**src/rtl/gmii_tx_mac.sv**
```systemverilog
// GMII transmit framer: preamble/SFD, payload, zero pad, CRC-32 FCS, then inter-frame gap (1G bytes or 10/100 nibbles).
// Each byte is registered on the byte_start edge that produces it; tx_ready is high only on DATA byte slots with tx_valid.
module gmii_tx_mac #(
  parameter int PREAMBLE_LEN = 7,
  parameter int MIN_PAYLOAD  = 60,
  parameter int IFG_BYTES    = 12
) (
  input  logic       tx_clk,
  input  logic       tx_reset,
  input  logic       gmii_txc_en,
  input  logic       speed_10_100,
  input  logic [7:0] tx_data,
  input  logic       tx_valid,
  input  logic       tx_last,
  output logic       tx_ready,
  output logic [7:0] gmii_txd,
  output logic       gmii_tx_en,
  output logic       gmii_tx_er,
  output logic       tx_busy,
  output logic       frame_done,
  output logic       underrun
);

  localparam logic [2:0] S_IDLE = 3'd0;
  localparam logic [2:0] S_PRE  = 3'd1;
  localparam logic [2:0] S_SFD  = 3'd2;
  localparam logic [2:0] S_DATA = 3'd3;
  localparam logic [2:0] S_PAD  = 3'd4;
  localparam logic [2:0] S_FCS  = 3'd5;
  localparam logic [2:0] S_IFG  = 3'd6;

  localparam logic [7:0]  PRE_LAST = 8'(PREAMBLE_LEN - 1);
  localparam logic [7:0]  IFG_LAST = 8'(IFG_BYTES - 1);
  localparam logic [10:0] MIN_CNT  = 11'(MIN_PAYLOAD);

  logic [2:0]  state, state_n;
  logic        mode_nib, mode_n;
  logic        nib_phase, phase_n;
  logic [7:0]  cnt, cnt_n;
  logic [10:0] pay_cnt, pay_n, pay_inc;
  logic [31:0] crc, crc_n;
  logic [3:0]  hi_nib;
  logic        fcs_tail, tail_n;
  logic        done_n, und_n;
  logic [7:0]  e_byte;
  logic        e_en, e_er;
  logic        byte_start;

  function automatic logic [31:0] crc_byte(input logic [31:0] c, input logic [7:0] d);
    logic [31:0] r;
    r = c ^ {24'h0, d};
    for (int i = 0; i < 8; i++) begin
      r = r[0] ? ((r >> 1) ^ 32'hEDB88320) : (r >> 1);
    end
    return r;
  endfunction

  assign byte_start = gmii_txc_en & (~mode_nib | ~nib_phase);
  assign tx_ready   = (state == S_DATA) & byte_start & tx_valid;
  assign tx_busy    = (state != S_IDLE);
  assign pay_inc    = (pay_cnt == 11'h7FF) ? pay_cnt : pay_cnt + 11'd1;

  // Everything below describes the byte emitted and the state taken on the next byte_start.
  always_comb begin
    state_n = state;
    cnt_n   = cnt;
    pay_n   = pay_cnt;
    crc_n   = crc;
    mode_n  = mode_nib;
    tail_n  = fcs_tail;
    done_n  = 1'b0;
    und_n   = 1'b0;
    e_byte  = 8'h00;
    e_en    = 1'b0;
    e_er    = 1'b0;
    case (state)
      S_IDLE: begin
        if (tx_valid) begin
          mode_n  = speed_10_100;
          e_byte  = 8'h55;
          e_en    = 1'b1;
          cnt_n   = 8'd1;
          state_n = (PREAMBLE_LEN > 1) ? S_PRE : S_SFD;
        end
      end
      S_PRE: begin
        e_byte = 8'h55;
        e_en   = 1'b1;
        cnt_n  = cnt + 8'd1;
        if (cnt == PRE_LAST) state_n = S_SFD;
      end
      S_SFD: begin
        e_byte  = 8'hD5;
        e_en    = 1'b1;
        crc_n   = 32'hFFFFFFFF;
        pay_n   = 11'd0;
        state_n = S_DATA;
      end
      S_DATA: begin
        e_en  = 1'b1;
        cnt_n = 8'd0;
        if (tx_valid) begin
          e_byte = tx_data;
          crc_n  = crc_byte(crc, tx_data);
          pay_n  = pay_inc;
          if (tx_last) state_n = (pay_inc < MIN_CNT) ? S_PAD : S_FCS;
        end else begin
          e_er    = 1'b1;
          und_n   = 1'b1;
          tail_n  = 1'b0;
          state_n = S_IFG;
        end
      end
      S_PAD: begin
        e_en  = 1'b1;
        crc_n = crc_byte(crc, 8'h00);
        pay_n = pay_inc;
        cnt_n = 8'd0;
        if (pay_inc >= MIN_CNT) state_n = S_FCS;
      end
      S_FCS: begin
        e_byte = ~crc[{cnt[1:0], 3'b000} +: 8];
        e_en   = 1'b1;
        cnt_n  = cnt + 8'd1;
        if (cnt == 8'd3) begin
          cnt_n   = 8'd0;
          tail_n  = 1'b1;
          state_n = S_IFG;
        end
      end
      S_IFG: begin
        // The first IFG slot edge is the one that ends the final FCS byte.
        done_n = fcs_tail;
        tail_n = 1'b0;
        cnt_n  = cnt + 8'd1;
        if (cnt == IFG_LAST) begin
          cnt_n   = 8'd0;
          state_n = S_IDLE;
        end
      end
      default: state_n = S_IDLE;
    endcase
    phase_n = mode_n & ~((state == S_IDLE) & ~tx_valid);
  end

  always_ff @(posedge tx_clk or posedge tx_reset) begin
    if (tx_reset) begin
      state      <= S_IDLE;
      mode_nib   <= 1'b0;
      nib_phase  <= 1'b0;
      cnt        <= 8'd0;
      pay_cnt    <= 11'd0;
      crc        <= 32'hFFFFFFFF;
      hi_nib     <= 4'h0;
      fcs_tail   <= 1'b0;
      gmii_txd   <= 8'h00;
      gmii_tx_en <= 1'b0;
      gmii_tx_er <= 1'b0;
      frame_done <= 1'b0;
      underrun   <= 1'b0;
    end else begin
      frame_done <= 1'b0;
      underrun   <= 1'b0;
      if (byte_start) begin
        state      <= state_n;
        cnt        <= cnt_n;
        pay_cnt    <= pay_n;
        crc        <= crc_n;
        mode_nib   <= mode_n;
        fcs_tail   <= tail_n;
        nib_phase  <= phase_n;
        hi_nib     <= e_byte[7:4];
        gmii_txd   <= mode_n ? {4'h0, e_byte[3:0]} : e_byte;
        gmii_tx_en <= e_en;
        gmii_tx_er <= e_er;
        frame_done <= done_n;
        underrun   <= und_n;
      end else if (gmii_txc_en) begin
        gmii_txd  <= {4'h0, hi_nib};
        nib_phase <= 1'b0;
      end
    end
  end

endmodule
```
**config.mk**
```make
export PLATFORM = sky130hd
export DESIGN_NAME = gmii_tx_mac
export DESIGN_NICKNAME = d
export VERILOG_FILES = /design/src/rtl/gmii_tx_mac.sv
export SDC_FILE = /design/constraint.sdc
export NUM_CORES = 1
export LEC_CHECK = 0
export ABC_AREA = 1
export CORE_ASPECT_RATIO = 0.6
export CORE_MARGIN = 4
export CORE_UTILIZATION = 36
export CTS_BUF_LIST = sky130_fd_sc_hd__clkbuf_4 sky130_fd_sc_hd__clkbuf_8 sky130_fd_sc_hd__clkbuf_16
export DETAILED_ROUTE_END_ITERATION = 6
export GPL_ROUTABILITY_DRIVEN = 0
export PLACE_DENSITY = 0.53
export SYNTH_ARGS = -nofsm -noshare
export SYNTH_HDL_FRONTEND = slang
export SYNTH_SLANG_ARGS = --single-unit
```
**constraint.sdc**
```tcl
create_clock -name tx_clk -period 6.15 [get_ports tx_clk]
set_input_delay 1.23 -clock tx_clk [delete_from_list [all_inputs] [get_ports tx_clk]]
set_output_delay 1.23 -clock tx_clk [all_outputs]
set_load 0.01 [all_outputs]
```
# == Word-level counts from Yosys, hierarchy flattened ==
# Index checks and enable logic that the tools add are counted.
# totals
regBits,73
input_bits,14
output_inout_bits,14
word_cells,130
# op_classes
add_sub_neg,2
n_lt_le_gt_ge,2
eq_ne,18
shift,1
muxes,54
bitwise,28
reduce_logical,12
# op_table
cell,count
$mux W32,17
$not A13 Y14,16
$pmux W32 S3,1
$pmux W8 S5,2
$mux W8,7
$pmux W11 S3,1
$shiftx A32 B6 Y8,1
$xor A32 B8 Y32,1
$mux W11,2
$mux W3,7
$pmux W3 S7,1
$ne A2 B2 Y1 const B,7
$mux W1,13
$add A11 B1 Y11 const B,1
$eq A11 B11 Y1 const B,1
$ge A11 B6 Y1 const B,1
$lt A11 B6 Y1 const B,1
$eq A3 B3 Y1 const B,3
$reduce_bool A3 Y1,3
$add A8 B1 Y8 const B,1
$eq A8 B2 Y1 const B,1
$eq A8 B3 Y1 const B,1
$eq A8 B4 Y1 const B,1
$not A8 Y8,1
17 further kinds,26

# == Logic depth before layout (Yosys ltp) ==
# depth
depth_word,19
ltp_mapped,14
mapped_depth_nobuf,13

# == Worst setup path after synthesis ==
# Ideal clock, no wire load.
# synth_timing
path_type,input-to-output
startpoint,in gmii_txc_en
endpoint,out tx_ready
arrival_time_ns,1.900
required_ns,4.920
setup_slack_ns,3.020
path_stages,5
path_buffers,1
path_cell_list,buf_4 -> inv_2 -> a21oi_4 -> inv_2 -> nor2_1
# synth_via
elab_chain_len,3
# synth_lines
item,line_no,rtl
"start, declared",10,"input logic gmii_txc_en,"
$and A1 B1 Y1,58,assign byte_start = gmii_txc_en & (~mode_nib | ~nib_phase);
$and A1 B1 Y1 (2 in a row),59,assign tx_ready = (state == S_DATA) & byte_start & tx_valid;
"end, declared",15,"output logic tx_ready,"
# Every way passes these cells.

# == Worst setup path in the final report ==
# Ends and elaborated chain as after synthesis.

==> results.json <==
{
  "status": "completed",
  "cts_root_buf": "clkbuf_16",
  "combPwrFrac_pct": 62.7,
  "cts_made_buffers": 9,
  "finalWorstSetupSlack_ns": 1.57,
  "fmax_mhz": 218,
  "maxSlewHeadroom_pct": 31.5,
  "syn_area_per_cell_um2": 6.93,
  "finClkSkew_ns": 0.0105,
  "crit_required_ns": 4.92,
  "netlist_area_mm2": 0.00626,
  "ctsResizeCount": 0,
  "finalNonFillerCells": 1153,
  "track_usage_pct": 22.1,
  "die_w_um": 178,
  "n_fill_cell": 1768,
  "drt-total-wl_um": 21300,
  "post_cts_buffers": 0,
  "yosys.area.top_type": "dfrtp_1",
  "power_density_mw_per_mm2": 593,
  "power_mw": 4.10,
  "period_minus_slack_ns": 4.58,
  "dpl.hpwl_um": 15600,
  "synthArstFlopShare_pct": 100,
  "clkPwrFrac_pct": 13.0,
  "synth-edff-count": 0,
  "report.final.hold_viol_count": 0,
  "syn_nets": 923,
  "synth.most_common_cell": "nand2_1",
  "arrival_ns": 3.35,
  "critPathLaunchType": "input pin",
  "layout-drive-gt1-share_pct": 12.6,
  "drc_errors": 0,
  "synth-seq-cells": 73,
  "vias": 6009,
  "cts_tree": "built",
  "setup_violations": 0,
  "routedWlPerCell_um": 18.5,
  "pre_cts_ws_ns": 1.57,
  "vdd_drop_max_uv": 261,
  "synth_area_leaders": "dfrtp_1 16%, nand2_1 16%, dfstp_2 13%, xor2_1 7.3%, nand3_1 6.0%",
  "cts_hold_buf": 0,
  "grt_remaining_overflow": 0,
  "clkTransAtPathRegs_ns": 0.07,
  "cts_htree_levels": 3,
  "dieArea_mm2": 0.0196,
  "cts_sinks": 73,
  "nets": 933,
  "synth_cell_types": 50,
  "endpoint_kind": "output pin",
  "start_util_pct": 36.7,
  "dp.cells": 1137,
  "grt_pass1_wl_um": 32600,
  "synthCells": 904,
  "io_pins": 28,
  "first_pass_iters": 7,
  "clock_path_buffers": 2,
  "antenna_found_initial": 3,
  "rsz0062_at_grt": "false",
  "clk_latency_ns": 0.34,
  "yosysTopAreaCellShare_pct": 16.4,
  "area_growth_pct": 10.5,
  "fin_hold_ws_ns": 0.475,
  "drtIter0Drc": 580,
  "fin_setup_tns_ns": 0,
  "synth.top_cells.by_count": "265 x nand2_1, 94 x inv_1, 75 x nand3_1",
  "antenna_cells": 0,
  "grt_pass1_vias": 5355,
  "drv_slew": 0,
  "ys.flop_type": "dfrtp_1",
  "grt_max_degree": 74,
  "multiInputGateArea_mm2": 0.00373,
  "worst_slew_pin_slew_ns": 1.03,
  "power_frac_seq_pct": 24.3,
  "crit_fanout": 16,
  "via_per_inst": 5.21,
  "worstSetupPathType": "in -> out",
  "core_area_mm2": 0.0171,
  "maxCapViolations": 0,
  "p_int_mw": 1.84,
  "fp-row-count": 37,
  "p_sw_mw": 2.26,
  "yosysWarningCount": 0,
  "holdCritPathClass": "reg -> reg",
  "p_sw_share_pct": 55.1,
  "portBuffers": 27,
  "postRouteAntennaNets": 0,
  "fp.dieH_um": 110,
  "period_share_pct": 74.5,
  "p_leak_nw": 3.27,
  "regArea_mm2": 0.00187,
  "seq_area_frac_synth_pct": 29.8
}
worst max-delay path, cell delays in order:
cell	delay (ns)
clkdlybuf4s50_1	0.67
inv_2	0.14
a21oi_4	0.38
inv_2	0.21
nor2_1	0.17
clkdlybuf4s50_1	0.56
layout by cell type, fill, tap and decap left out, types with 9 or more instances in the layout:
| cell type | Yosys | routed |
|---|---|---|
| nand2_1 | 265 | 265 |
| inv_1 | 94 | 93 |
| nand3_1 | 75 | 75 |
| o21ai_0 | 57 | 57 |
| xor2_1 | 52 | 52 |
| dfrtp_1 | 41 | 41 |
| nor2_1 | 40 | 40 |
| a21oi_1 | 35 | 35 |
| dfstp_2 | 32 | 32 |
| clkdlybuf4s50_1 | 0 | 27 |
| o21ai_1 | 21 | 21 |
| inv_2 | 19 | 19 |
| nand2_2 | 18 | 18 |
| xnor2_1 | 16 | 16 |
| a21boi_1 | 11 | 11 |
| o211ai_1 | 10 | 10 |
| a22oi_1 | 9 | 9 |
| clkbuf_16 | 0 | 9 |
worst paths after layout:
check | depth (start not counted) | endpoint | slack [ns] | start
setup / recovery | 6 | tx_ready | 1.57 | gmii_txc_en
hold / removal | 2 | hi_nib[3] | 0.48 | hi_nib[3]
setup reg to reg | 10 | crc[18] | 3.10 | state[2]
hold reg to reg | 2 | hi_nib[3] | 0.48 | hi_nib[3]
max in group asynchronous | 3 | cnt[1] | 3.95 | tx_reset
min in group asynchronous | 3 | pay_cnt[1] | 1.53 | tx_reset
layout make-up:
cell class,instances,share of cell area [%]
Clock buffer,9,3.26
Clock inverter,7,0.868
Inverter,117,6.40
Multi-Input combinational cell,683,54.0
Sequential cell,73,27.0
Tap cell,234,4.23
Timing Repair Buffer,30,4.23
metal layers:
| metal | vias up | track usage (%) | part of all wire [%] |
|---|---|---|---|
| met2 | 297 | 27.7 | 36 |
| met5 | - | 0 | 0.29 |
| met3 | 25 | 6.03 | 11 |
| met1 | 2745 | 36.6 | 52 |
| met4 | 4 | 3.45 | 0.78 |
| li1 | 2938 | - | - |
cell families (layout without fill, tap and decap cells):
family                   Yosys count  in the layout  share of synthesized area [%]
adder cells (fa/ha/maj)            5              5                          0.999
XOR/XNOR                          77             77                           12.2
AND/OR/NAND/NOR                  429            429                           30.1
flip-flops                        73             73                           29.8
AO/OA/AOI/OAI                    172            172                           16.3
buffers and inverters            148            163                           10.5
power groups by stage:
stage	clock network, mW	registers, mW	logic (mW)
finish	0.534	0.995	2.57
global route	0.558	1.02	2.83
CTS	0.537	0.983	2.51
detailed placement	0	0.991	2.50
global placement	0	0.998	2.50
floorplan	0	0.838	1.98
sequential cells by signal, indices dropped and copies added (netlist names):
name,count
gmii_tx_er,1
gmii_txd,8
cnt,8
gmii_tx_en,1
hi_nib,4
underrun,1
fcs_tail,1
nib_phase,1
crc,32
pay_cnt,11
frame_done,1
mode_nib,1
state,3
per-stage QoR:
step / util (%) / instance area (um^2)
2_1_floorplan: - / 6260
3_3_place_gp: 38.8 / 6630
3_5_place_dp: 38.8 / 6630
4_1_cts: 40.5 / 6920
5_1_grt: 40.5 / 6920
6_report: 40.5 / 6920
Power figures use the tool's default switching activity.
